$ cat src/rtl/debug_run_controller_if.sv
// Run-controller bundle: UART byte strobe, halt/dump handshakes, and imem/pipeline control outputs.
// The controller uses the master modport; the UART, pipeline and dump side use the slave modport.
interface debug_run_controller_if #(
  parameter int NB_DATA      = 8,
  parameter int NB_INSTR     = 32,
  parameter int NB_IMEM_ADDR = 8
);
  logic [NB_DATA-1:0]      i_rx_data;
  logic                    i_rx_done;
  logic                    i_hlt;
  logic                    i_dump_done;
  logic                    o_cpu_enable;
  logic                    o_pc_clear;
  logic                    o_imem_wr_en;
  logic [NB_IMEM_ADDR-1:0] o_imem_addr;
  logic [NB_INSTR-1:0]     o_imem_data;
  logic                    o_load_done;
  logic                    o_load_err;
  logic                    o_dump_start;
  logic                    o_halted;
  logic [31:0]             o_cycle_count;

  modport master (
    input  i_rx_data, i_rx_done, i_hlt, i_dump_done,
    output o_cpu_enable, o_pc_clear, o_imem_wr_en, o_imem_addr, o_imem_data,
           o_load_done, o_load_err, o_dump_start, o_halted, o_cycle_count
  );

  modport slave (
    output i_rx_data, i_rx_done, i_hlt, i_dump_done,
    input  o_cpu_enable, o_pc_clear, o_imem_wr_en, o_imem_addr, o_imem_data,
           o_load_done, o_load_err, o_dump_start, o_halted, o_cycle_count
  );
endinterface

$ cat src/rtl/debug_run_controller.sv
// UART command sequencer: loads imem, runs or single-steps the pipeline, and hands off to the dump logic on HLT.
// All outputs are registered, one edge after the triggering strobe. There is no backpressure; one byte per cycle is accepted.
// DEBUG_CYCLE_COUNTER_EN adds a saturating enabled-cycle counter; without it, o_cycle_count is tied to 0.
module debug_run_controller #(
  parameter int                   NB_DATA      = 8,
  parameter int                   NB_INSTR     = 32,
  parameter int                   NB_IMEM_ADDR = 8,
  parameter int                   NB_OPCODE    = 6,
  parameter logic [NB_OPCODE-1:0] HLT_OPCODE   = 6'h3f,
  parameter logic [NB_DATA-1:0]   CMD_LOAD     = 8'h4C,
  parameter logic [NB_DATA-1:0]   CMD_RUN      = 8'h43,
  parameter logic [NB_DATA-1:0]   CMD_STEP     = 8'h53,
  parameter logic [NB_DATA-1:0]   CMD_NEXT     = 8'h4E,
  parameter logic [NB_DATA-1:0]   CMD_EXIT     = 8'h45
) (
  input logic                    i_clock,
  input logic                    i_reset,
  debug_run_controller_if.master bus
);
  typedef enum logic [2:0] {IDLE, LOAD, RUN, STEP, DONE} state_t;

  localparam logic [NB_IMEM_ADDR-1:0] ADDR_LAST = '1;

  state_t                  state_q, state_d;
  logic [NB_INSTR-1:0]     shift_q, shift_d, word;
  logic [1:0]              byte_cnt_q, byte_cnt_d;
  logic [NB_IMEM_ADDR-1:0] addr_q, addr_d;
  logic [NB_IMEM_ADDR-1:0] wr_addr_q, wr_addr_d;
  logic [NB_INSTR-1:0]     wr_data_q, wr_data_d;
  logic                    wr_en_q, wr_en_d;
  logic                    cpu_enable_q, cpu_enable_d;
  logic                    pc_clear_q, pc_clear_d;
  logic                    load_done_q, load_done_d;
  logic                    load_err_q, load_err_d;
  logic                    dump_start_q, dump_start_d;
  logic                    halted_q, halted_d;
  logic                    cnt_clr;

  // Incoming byte lands in the LSBs so the first byte ends up as the MSB.
  assign word = {shift_q[NB_INSTR-NB_DATA-1:0], bus.i_rx_data};

  always_ff @(posedge i_clock) begin
    if (!i_reset) begin
      state_q      <= IDLE;
      shift_q      <= '0;
      byte_cnt_q   <= '0;
      addr_q       <= '0;
      wr_addr_q    <= '0;
      wr_data_q    <= '0;
      wr_en_q      <= 1'b0;
      cpu_enable_q <= 1'b0;
      pc_clear_q   <= 1'b0;
      load_done_q  <= 1'b0;
      load_err_q   <= 1'b0;
      dump_start_q <= 1'b0;
      halted_q     <= 1'b0;
    end else begin
      state_q      <= state_d;
      shift_q      <= shift_d;
      byte_cnt_q   <= byte_cnt_d;
      addr_q       <= addr_d;
      wr_addr_q    <= wr_addr_d;
      wr_data_q    <= wr_data_d;
      wr_en_q      <= wr_en_d;
      cpu_enable_q <= cpu_enable_d;
      pc_clear_q   <= pc_clear_d;
      load_done_q  <= load_done_d;
      load_err_q   <= load_err_d;
      dump_start_q <= dump_start_d;
      halted_q     <= halted_d;
    end
  end

  always_comb begin
    state_d      = state_q;
    shift_d      = shift_q;
    byte_cnt_d   = byte_cnt_q;
    addr_d       = addr_q;
    wr_addr_d    = wr_addr_q;
    wr_data_d    = wr_data_q;
    wr_en_d      = 1'b0;
    cpu_enable_d = 1'b0;
    pc_clear_d   = 1'b0;
    load_done_d  = 1'b0;
    load_err_d   = load_err_q;
    cnt_clr      = 1'b0;

    case (state_q)
      IDLE: begin
        if (bus.i_rx_done) begin
          if (bus.i_rx_data == CMD_LOAD) begin
            state_d    = LOAD;
            addr_d     = '0;
            byte_cnt_d = '0;
            load_err_d = 1'b0;
          end else if (bus.i_rx_data == CMD_RUN) begin
            state_d    = RUN;
            pc_clear_d = 1'b1;
            cnt_clr    = 1'b1;
          end else if (bus.i_rx_data == CMD_STEP) begin
            state_d    = STEP;
            pc_clear_d = 1'b1;
            cnt_clr    = 1'b1;
          end
        end
      end
      LOAD: begin
        if (bus.i_rx_done) begin
          shift_d    = word;
          byte_cnt_d = byte_cnt_q + 2'd1;
          if (byte_cnt_q == 2'd3) begin
            wr_en_d   = 1'b1;
            wr_addr_d = addr_q;
            wr_data_d = word;
            if (word[NB_INSTR-1 -: NB_OPCODE] == HLT_OPCODE) begin
              load_done_d = 1'b1;
              state_d     = IDLE;
            end else if (addr_q == ADDR_LAST) begin
              load_err_d = 1'b1;
              state_d    = IDLE;
            end
            // Address saturates at the top word instead of wrapping.
            if (addr_q != ADDR_LAST) addr_d = addr_q + 1'b1;
          end
        end
      end
      RUN: begin
        if (bus.i_hlt) state_d = DONE;
        else           cpu_enable_d = 1'b1;
      end
      STEP: begin
        // A halt wins over a same-cycle NEXT, which is dropped.
        if (bus.i_hlt) begin
          state_d = DONE;
        end else if (bus.i_rx_done) begin
          if (bus.i_rx_data == CMD_NEXT)      cpu_enable_d = 1'b1;
          else if (bus.i_rx_data == CMD_EXIT) state_d = IDLE;
        end
      end
      DONE: begin
        if (bus.i_dump_done) state_d = IDLE;
      end
      default: state_d = IDLE;
    endcase

    dump_start_d = (state_d == DONE) && (state_q != DONE);
    halted_d     = (state_d == DONE);
  end

  assign bus.o_cpu_enable = cpu_enable_q;
  assign bus.o_pc_clear   = pc_clear_q;
  assign bus.o_imem_wr_en = wr_en_q;
  assign bus.o_imem_addr  = wr_addr_q;
  assign bus.o_imem_data  = wr_data_q;
  assign bus.o_load_done  = load_done_q;
  assign bus.o_load_err   = load_err_q;
  assign bus.o_dump_start = dump_start_q;
  assign bus.o_halted     = halted_q;

`ifdef DEBUG_CYCLE_COUNTER_EN
  logic [31:0] cycle_cnt_q;

  always_ff @(posedge i_clock) begin
    if (!i_reset)                                 cycle_cnt_q <= '0;
    else if (cnt_clr)                             cycle_cnt_q <= '0;
    else if (cpu_enable_q && (cycle_cnt_q != '1)) cycle_cnt_q <= cycle_cnt_q + 32'd1;
  end

  assign bus.o_cycle_count = cycle_cnt_q;
`else
  logic unused_cnt_clr;
  assign unused_cnt_clr    = cnt_clr;
  assign bus.o_cycle_count = '0;
`endif
endmodule

$ cat src/flat_wrapper.sv
// flat-port wrapper written by rule: the top's interface ports become plain ports
module debug_run_controller_flat 
#(
  parameter int                   NB_DATA      = 8,
  parameter int                   NB_INSTR     = 32,
  parameter int                   NB_IMEM_ADDR = 8,
  parameter int                   NB_OPCODE    = 6,
  parameter logic [NB_OPCODE-1:0] HLT_OPCODE   = 6'h3f,
  parameter logic [NB_DATA-1:0]   CMD_LOAD     = 8'h4C,
  parameter logic [NB_DATA-1:0]   CMD_RUN      = 8'h43,
  parameter logic [NB_DATA-1:0]   CMD_STEP     = 8'h53,
  parameter logic [NB_DATA-1:0]   CMD_NEXT     = 8'h4E,
  parameter logic [NB_DATA-1:0]   CMD_EXIT     = 8'h45
)
  (i_clock, i_reset, bus_i_rx_data, bus_i_rx_done, bus_i_hlt, bus_i_dump_done, bus_o_cpu_enable, bus_o_pc_clear, bus_o_imem_wr_en, bus_o_imem_addr, bus_o_imem_data, bus_o_load_done, bus_o_load_err, bus_o_dump_start, bus_o_halted, bus_o_cycle_count);
  debug_run_controller_if #(.NB_DATA(NB_DATA), .NB_INSTR(NB_INSTR), .NB_IMEM_ADDR(NB_IMEM_ADDR)) bus_i ();
  input logic i_clock;
  input logic i_reset;
  input wire logic [$bits(bus_i.i_rx_data)-1:0] bus_i_rx_data;
  input wire logic [$bits(bus_i.i_rx_done)-1:0] bus_i_rx_done;
  input wire logic [$bits(bus_i.i_hlt)-1:0] bus_i_hlt;
  input wire logic [$bits(bus_i.i_dump_done)-1:0] bus_i_dump_done;
  output wire logic [$bits(bus_i.o_cpu_enable)-1:0] bus_o_cpu_enable;
  output wire logic [$bits(bus_i.o_pc_clear)-1:0] bus_o_pc_clear;
  output wire logic [$bits(bus_i.o_imem_wr_en)-1:0] bus_o_imem_wr_en;
  output wire logic [$bits(bus_i.o_imem_addr)-1:0] bus_o_imem_addr;
  output wire logic [$bits(bus_i.o_imem_data)-1:0] bus_o_imem_data;
  output wire logic [$bits(bus_i.o_load_done)-1:0] bus_o_load_done;
  output wire logic [$bits(bus_i.o_load_err)-1:0] bus_o_load_err;
  output wire logic [$bits(bus_i.o_dump_start)-1:0] bus_o_dump_start;
  output wire logic [$bits(bus_i.o_halted)-1:0] bus_o_halted;
  output wire logic [$bits(bus_i.o_cycle_count)-1:0] bus_o_cycle_count;
  assign bus_i.i_rx_data = bus_i_rx_data;
  assign bus_i.i_rx_done = bus_i_rx_done;
  assign bus_i.i_hlt = bus_i_hlt;
  assign bus_i.i_dump_done = bus_i_dump_done;
  assign bus_o_cpu_enable = bus_i.o_cpu_enable;
  assign bus_o_pc_clear = bus_i.o_pc_clear;
  assign bus_o_imem_wr_en = bus_i.o_imem_wr_en;
  assign bus_o_imem_addr = bus_i.o_imem_addr;
  assign bus_o_imem_data = bus_i.o_imem_data;
  assign bus_o_load_done = bus_i.o_load_done;
  assign bus_o_load_err = bus_i.o_load_err;
  assign bus_o_dump_start = bus_i.o_dump_start;
  assign bus_o_halted = bus_i.o_halted;
  assign bus_o_cycle_count = bus_i.o_cycle_count;
  debug_run_controller #(.NB_DATA(NB_DATA), .NB_INSTR(NB_INSTR), .NB_IMEM_ADDR(NB_IMEM_ADDR), .NB_OPCODE(NB_OPCODE), .HLT_OPCODE(HLT_OPCODE), .CMD_LOAD(CMD_LOAD), .CMD_RUN(CMD_RUN), .CMD_STEP(CMD_STEP), .CMD_NEXT(CMD_NEXT), .CMD_EXIT(CMD_EXIT)) u_core (.i_clock(i_clock), .i_reset(i_reset), .bus(bus_i));
endmodule
$ cat config.mk
export PLATFORM = sky130hd
export DESIGN_NAME = debug_run_controller_flat
export DESIGN_NICKNAME = d
export VERILOG_FILES = /design/src/rtl/debug_run_controller_if.sv /design/src/rtl/debug_run_controller.sv /design/src/flat_wrapper.sv
export SDC_FILE = /design/constraint.sdc
export NUM_CORES = 1
export LEC_CHECK = 0
export CAP_MARGIN = 10
export CORE_MARGIN = 2
export CORE_UTILIZATION = 45
export DETAILED_ROUTE_END_ITERATION = 8
export PLACE_DENSITY = 0.74
export SETUP_SLACK_MARGIN = 0.1
export SYNTH_ARGS = -nofsm -noshare
export SYNTH_HDL_FRONTEND = slang
export SYNTH_SLANG_ARGS = --single-unit
export TNS_END_PERCENT = 20
$ cat constraint.sdc
create_clock -name i_clock -period 2.11 [get_ports i_clock]
set_input_delay 0.422 -clock i_clock [delete_from_list [all_inputs] [get_ports i_clock]]
set_output_delay 0.422 -clock i_clock [all_outputs]
set_load 0.01 [all_outputs]
Word-level counts from Yosys, hierarchy flattened:

Index checks and enable logic that the tools add are counted.

* word-level logic and storage cells: 92
* bits of input ports: 13
* output and inout bits: 79
* register bits: 84

* muxes and demuxes: 41
* add/subtract/negate cells: 2
* bitwise operators: 3
* equality and inequality tests: 22
* reduce and logical (&&, ||, !) cells: 11

Operators by type and width (count)
* $mux 3: 14
* $eq 8x7->1 const B: 5
* $mux 8: 5
* $pmux 8 s2: 1
* $pmux 3 s5: 1
* $mux 1: 14
* $add 8x1->8 const B: 1
* $eq 8x8->1 const B: 1
* $ne 2x1->1 const B: 4
* $ne 8x8->1 const B: 1
* $reduce_and 4->1: 2
* $reduce_and 7->1: 1
* $eq 3x2->1 const B: 2
* $eq 3x3->1 const B: 2
* $eq 6x6->1 const B: 1
* $mux 2: 3
* $ne 2x2->1 const B: 3
* $reduce_and 3->1: 2
* $reduce_and 6->1: 1
* $pmux 1 s2: 2
* $pmux 2 s2: 1
* $reduce_or 4->1: 1
* $eq 3x1->1 const B: 1
* $logic_not 3->1: 1
* 7 further kinds: 9

Logic depth before layout (Yosys ltp):

* word-level depth: 8
* depth in mapped cells: 7
* gate-level depth less buffers: 6

Least setup slack after synthesis:

Ideal clock, no wire load.

* path kind: flip-flop to flip-flop
* start point: register u_core.addr_q[0]
* end point: register u_core.addr_q[0]
* cell stages (with the launch flop): 7
* buffers on the path: 0
* data arrival time: 1.372 ns
* clock period less this slack: 1.495 ns
* slack: 0.615 ns
* data required time: 1.987 ns
* setup time: 0.123 ns
* path through: dfxtp_1 -> ha_1 -> nand4_1 -> o211ai_4 -> nand2_1 -> xnor2_1 -> nor2_1

* longest elaborated chain between the ends: 5
* elaborated cells on any way between the ends: 8
* those cells by class: add/sub (1); eq/ne (2); mux (4); reduce/logical (1)

Ends and longest elaborated chain
* start, declared: RTL line debug_run_controller.sv:27 `logic [NB_IMEM_ADDR-1:0] addr_q, addr_d;`
* start signal, assigned: RTL line debug_run_controller.sv:61 `addr_q <= addr_d;`
* $add 8x1->8: RTL line debug_run_controller.sv:123 `if (addr_q != ADDR_LAST) addr_d = addr_q + 1'b1;`
* $mux 8: RTL line debug_run_controller.sv:123
* $mux 8: RTL line debug_run_controller.sv:111 `if (byte_cnt_q == 2'd3) begin`
* $mux 8: RTL line debug_run_controller.sv:108 `if (bus.i_rx_done) begin`
* $pmux 8 s2: RTL line debug_run_controller.sv:88 `case (state_q)`

Parallel ways exist; a longest one is shown, timed or not. The select of a mux whose other input is x is not followed.
A chain may end at the register's enable or synchronous reset.

Worst setup path in the final report:

* start point: register u_core.addr_q[0]
* end point: register u_core.addr_q[2]

The elaborated chain is that of the path after synthesis.

==> metrics.csv <==
stage;metric;value;unit
synth;Post-Synth Adder-Cell Area;0.00687;
setup_path;Crit. End Element;register;
synth;most numerous cell in the Yosys netlist;nand2_1;
timing;Final Slew Violations;0;
clock_network;Clock Latency Late Sink;0.36;ns
place;pre-CTS WS;-0.0236;ns
drt;drt first-iter violations;115;
place;RePlAce Congestion;0.791;
synth;largest area contributor in the netlist;dfxtp_1;
floorplan;Ports;92;
cells_and_area;sequential cell area;1680;sq um
cells_and_area;n_diodes;0;
drt;WL/cell;12.9;um
synth;Post-Syn Area per Cell;8.35;sq um
synth;EDFF count, synth;0;
synth;largest cells by area after synthesis;dfxtp_1, nand2_1, a21boi_0;
synth;Synth Area in Compound Gates;0.180;
cells_and_area;layout cell share with drive strength beyond 1;0.0817;
timing;post-layout min period;1.80;ns
cells_and_area;Multi-input gate area;1700;sq um
worst_hold_path;Worst Hold Class;register to register;
setup_path;cells along the critical path;ha_1 -> nand4_1 -> o211ai_4 -> a21boi_1 -> xnor2_1 -> nor2_1;
timing;fmax;557;MHz
place;IO buf count;59;
timing;Fin Setup TNS;0;ns
grt;global-route wire length before repair;12.8;mm
timing;Hold Vio Cnt, Final;0;
floorplan;row count;32;
synth;Synth Cell Area;3640;sq um
clock_network;deepest clock path buffer count;2;
synth;xor and xnor fraction of the mapped netlist area;0.0168;
floorplan;Initial Util;0.469;
clock_network;H-tree depth;3;
drt;number of routed nets with antenna violations;0;
grt;met2 Usage GRT;0.308;
grt;vias in the first global route;2737;
setup_path;Worst path depth;6;
clock_network;# clock sinks;84;
floorplan;CORE AREA;7770;sq um
setup_path;crit path launch type;register;
setup_path;Worst EP required;2.34;ns
grt;GR Overflow Total;0;
grt;gr usage total;0.183;
job;Max-Cap Viols;0;
timing;period utilization;0.852;
setup_path;Buffers & Inverters on Critical Path;0;
place;DP HPWL;5.54;mm
setup_path;critical path type;register to register;
synth;Post-synth top flop;dfxtp_1;
drt;vias per inst;4.87;
grt;largest net degree at the start of global routing;41;
synth;post-synthesis mux area share;0;
cells_and_area;number of fill cells in the layout;712;
drt;total routed wirelength;7.76;mm
synth;most frequent cells after synthesis;nand2_1, dfxtp_1, a21boi_0, buf_4, nor2_1;
synth;Mapped Cells;436;
clock_network;Reg clk slew, reported paths;0.09;ns
floorplan;die width;94.0;um
clock_network;CTS tree;yes;
synth;#FFs+latches synth;84;
setup_path;Worst path top cell family by delay;compound AO/OA/AOI/OAI gates;
timing;hold_ws;0.455;ns
cells_and_area;Final Util;0.574;
power;P per Cell Area;642;nW/um^2
grt;met3 Use GR;0.0538;
synth;Synthesis Warnings;0;
synth;top cell type's share of synthesized area;0.462;
synth;synth unique cells;36;
setup_path;crit path max fanout;8;
worst_hold_path;hold path depth;2;
timing;final worst slack;0.313;ns
timing;final setup fails;0;
synth;main combinational cell family by area after synthesis;simple AND/OR/NAND/NOR gates;
floorplan;die area;8830;sq um
grt;initial antenna violation count;0;
cells_and_area;Post-layout nets;512;
synth;Post-synth ARST share;0;
synth;sequential share of the synthesized area;0.462;
floorplan;die height;94.0;um
power;VDD IR max;0.460;mV
outcome;status;complete, no violations;
clock_network;total CTS buffers;9;
drt;drt first pass iters;7;
grt;GRT met1 Usage;0.226;
timing;clk_skew;0.0107;ns
setup_path;worst r2r path cells;6;
clock_network;root cell of the clock tree;clkbuf_8;
drt;total vias in the final route;2940;
clock_network;CTS Hold Bufs;0;
timing;RSZ-0062 raised after global routing;no;
power;static leakage;1.54;nW
synth;Post-Synth Simple-Gate Area;0.230;
clock_network;Post-CTS Resized;0;
clock_network;post-CTS setup buffer count;0;
setup_path;largest stage delay on the critical path;0.44;ns
setup_path;arrival time at the worst endpoint;2.03;ns
cells_and_area;synthesis-to-layout area growth;22.4;%
drt;drt drc;0;
grt;global route hottest layer;met2;
setup_path;Worst path slowest cell;dfxtp_1;
-- power by group --
| group | internal [mW] | total, mW | switching, mW |
|---|---|---|---|
| logic | 0.0547 | 0.128 | 0.0735 |
| registers | 1.58 | 1.59 | 0.000860 |
| clock network | 0.559 | 1.15 | 0.589 |
-- tightest hold or removal path: cells and delay by family, from the launching register on --
kind,cells,cell delay (ns)
compound gates,1,0.05
flops,1,0.32
simple gates,1,0.05
-- worst paths after layout --
| kind | slack [ns] | from | endpoint |
|---|---|---|---|
| setup / recovery | 0.31 | u_core.addr_q[0] | u_core.addr_q[2] |
| hold / removal | 0.45 | u_core.bus.o_imem_data[13] | u_core.bus.o_imem_data[13] |
| setup reg to reg | 0.31 | u_core.addr_q[0] | u_core.addr_q[2] |
| hold reg to reg | 0.45 | u_core.bus.o_imem_data[13] | u_core.bus.o_imem_data[13] |
-- cell usage in the layout (no fill, tap or decap), types with 5 or more instances in the layout --
cell and count:
a21boi_0 56, a21boi_1 9, o21ai_0 7, conb_1 32, nor3b_1 5, a21oi_1 9, xnor2_1 7, nor2_1 14
buf_4 15, nand3_1 10, clkdlybuf4s50_1 58, nand2_1 142, clkbuf_8 9, dfxtp_1 84
-- routing by layer --
metal,part of all wire,vias to the layer above
met4,0.012,0
met1,0.44,1365
li1,-,1496
met5,0,-
met2,0.49,72
met3,0.051,7
-- cell type report --
cell class / instances / area share
flip-flops and latches: 84 / 0.377
clock inverters: 6 / 0.0160
clock buffers: 10 / 0.0286
inverters: 3 / 0.00253
multi-input cells: 323 / 0.382
repair buffers: 76 / 0.166
well taps: 102 / 0.0286
-- logic make-up after synthesis --
group,after synthesis
AO/OA/AOI/OAI,90
XOR/XNOR,7
adder cells (fa/ha/maj),2
buffers and inverters,60
flip-flops,84
other,1
AND/OR/NAND/NOR,192
-- stage by stage --
stage,instances,area (sq um),power (mW)
after detailed placement,588,4260,1.75
after CTS,604,4460,2.90
after global placement,588,4260,1.75
final,604,4460,2.86
after global routing,604,4460,2.97
after floorplan,467,3760,1.74
-- registers in the layout, summed over array words and instances (netlist names) --
| signal | count |
|---|---|
| u_core.bus.o_imem_addr | 8 |
| u_core.byte_cnt_q | 2 |
| u_core.bus.o_load_err | 1 |
| u_core.bus.o_cpu_enable | 1 |
| u_core.state_q | 3 |
| u_core.shift_q | 24 |
| u_core.bus.o_pc_clear | 1 |
| u_core.addr_q | 8 |
| u_core.bus.o_halted | 1 |
| u_core.bus.o_imem_wr_en | 1 |
| u_core.bus.o_imem_data | 32 |
| u_core.bus.o_dump_start | 1 |
| u_core.bus.o_load_done | 1 |
Power figures use the tool's default switching activity.
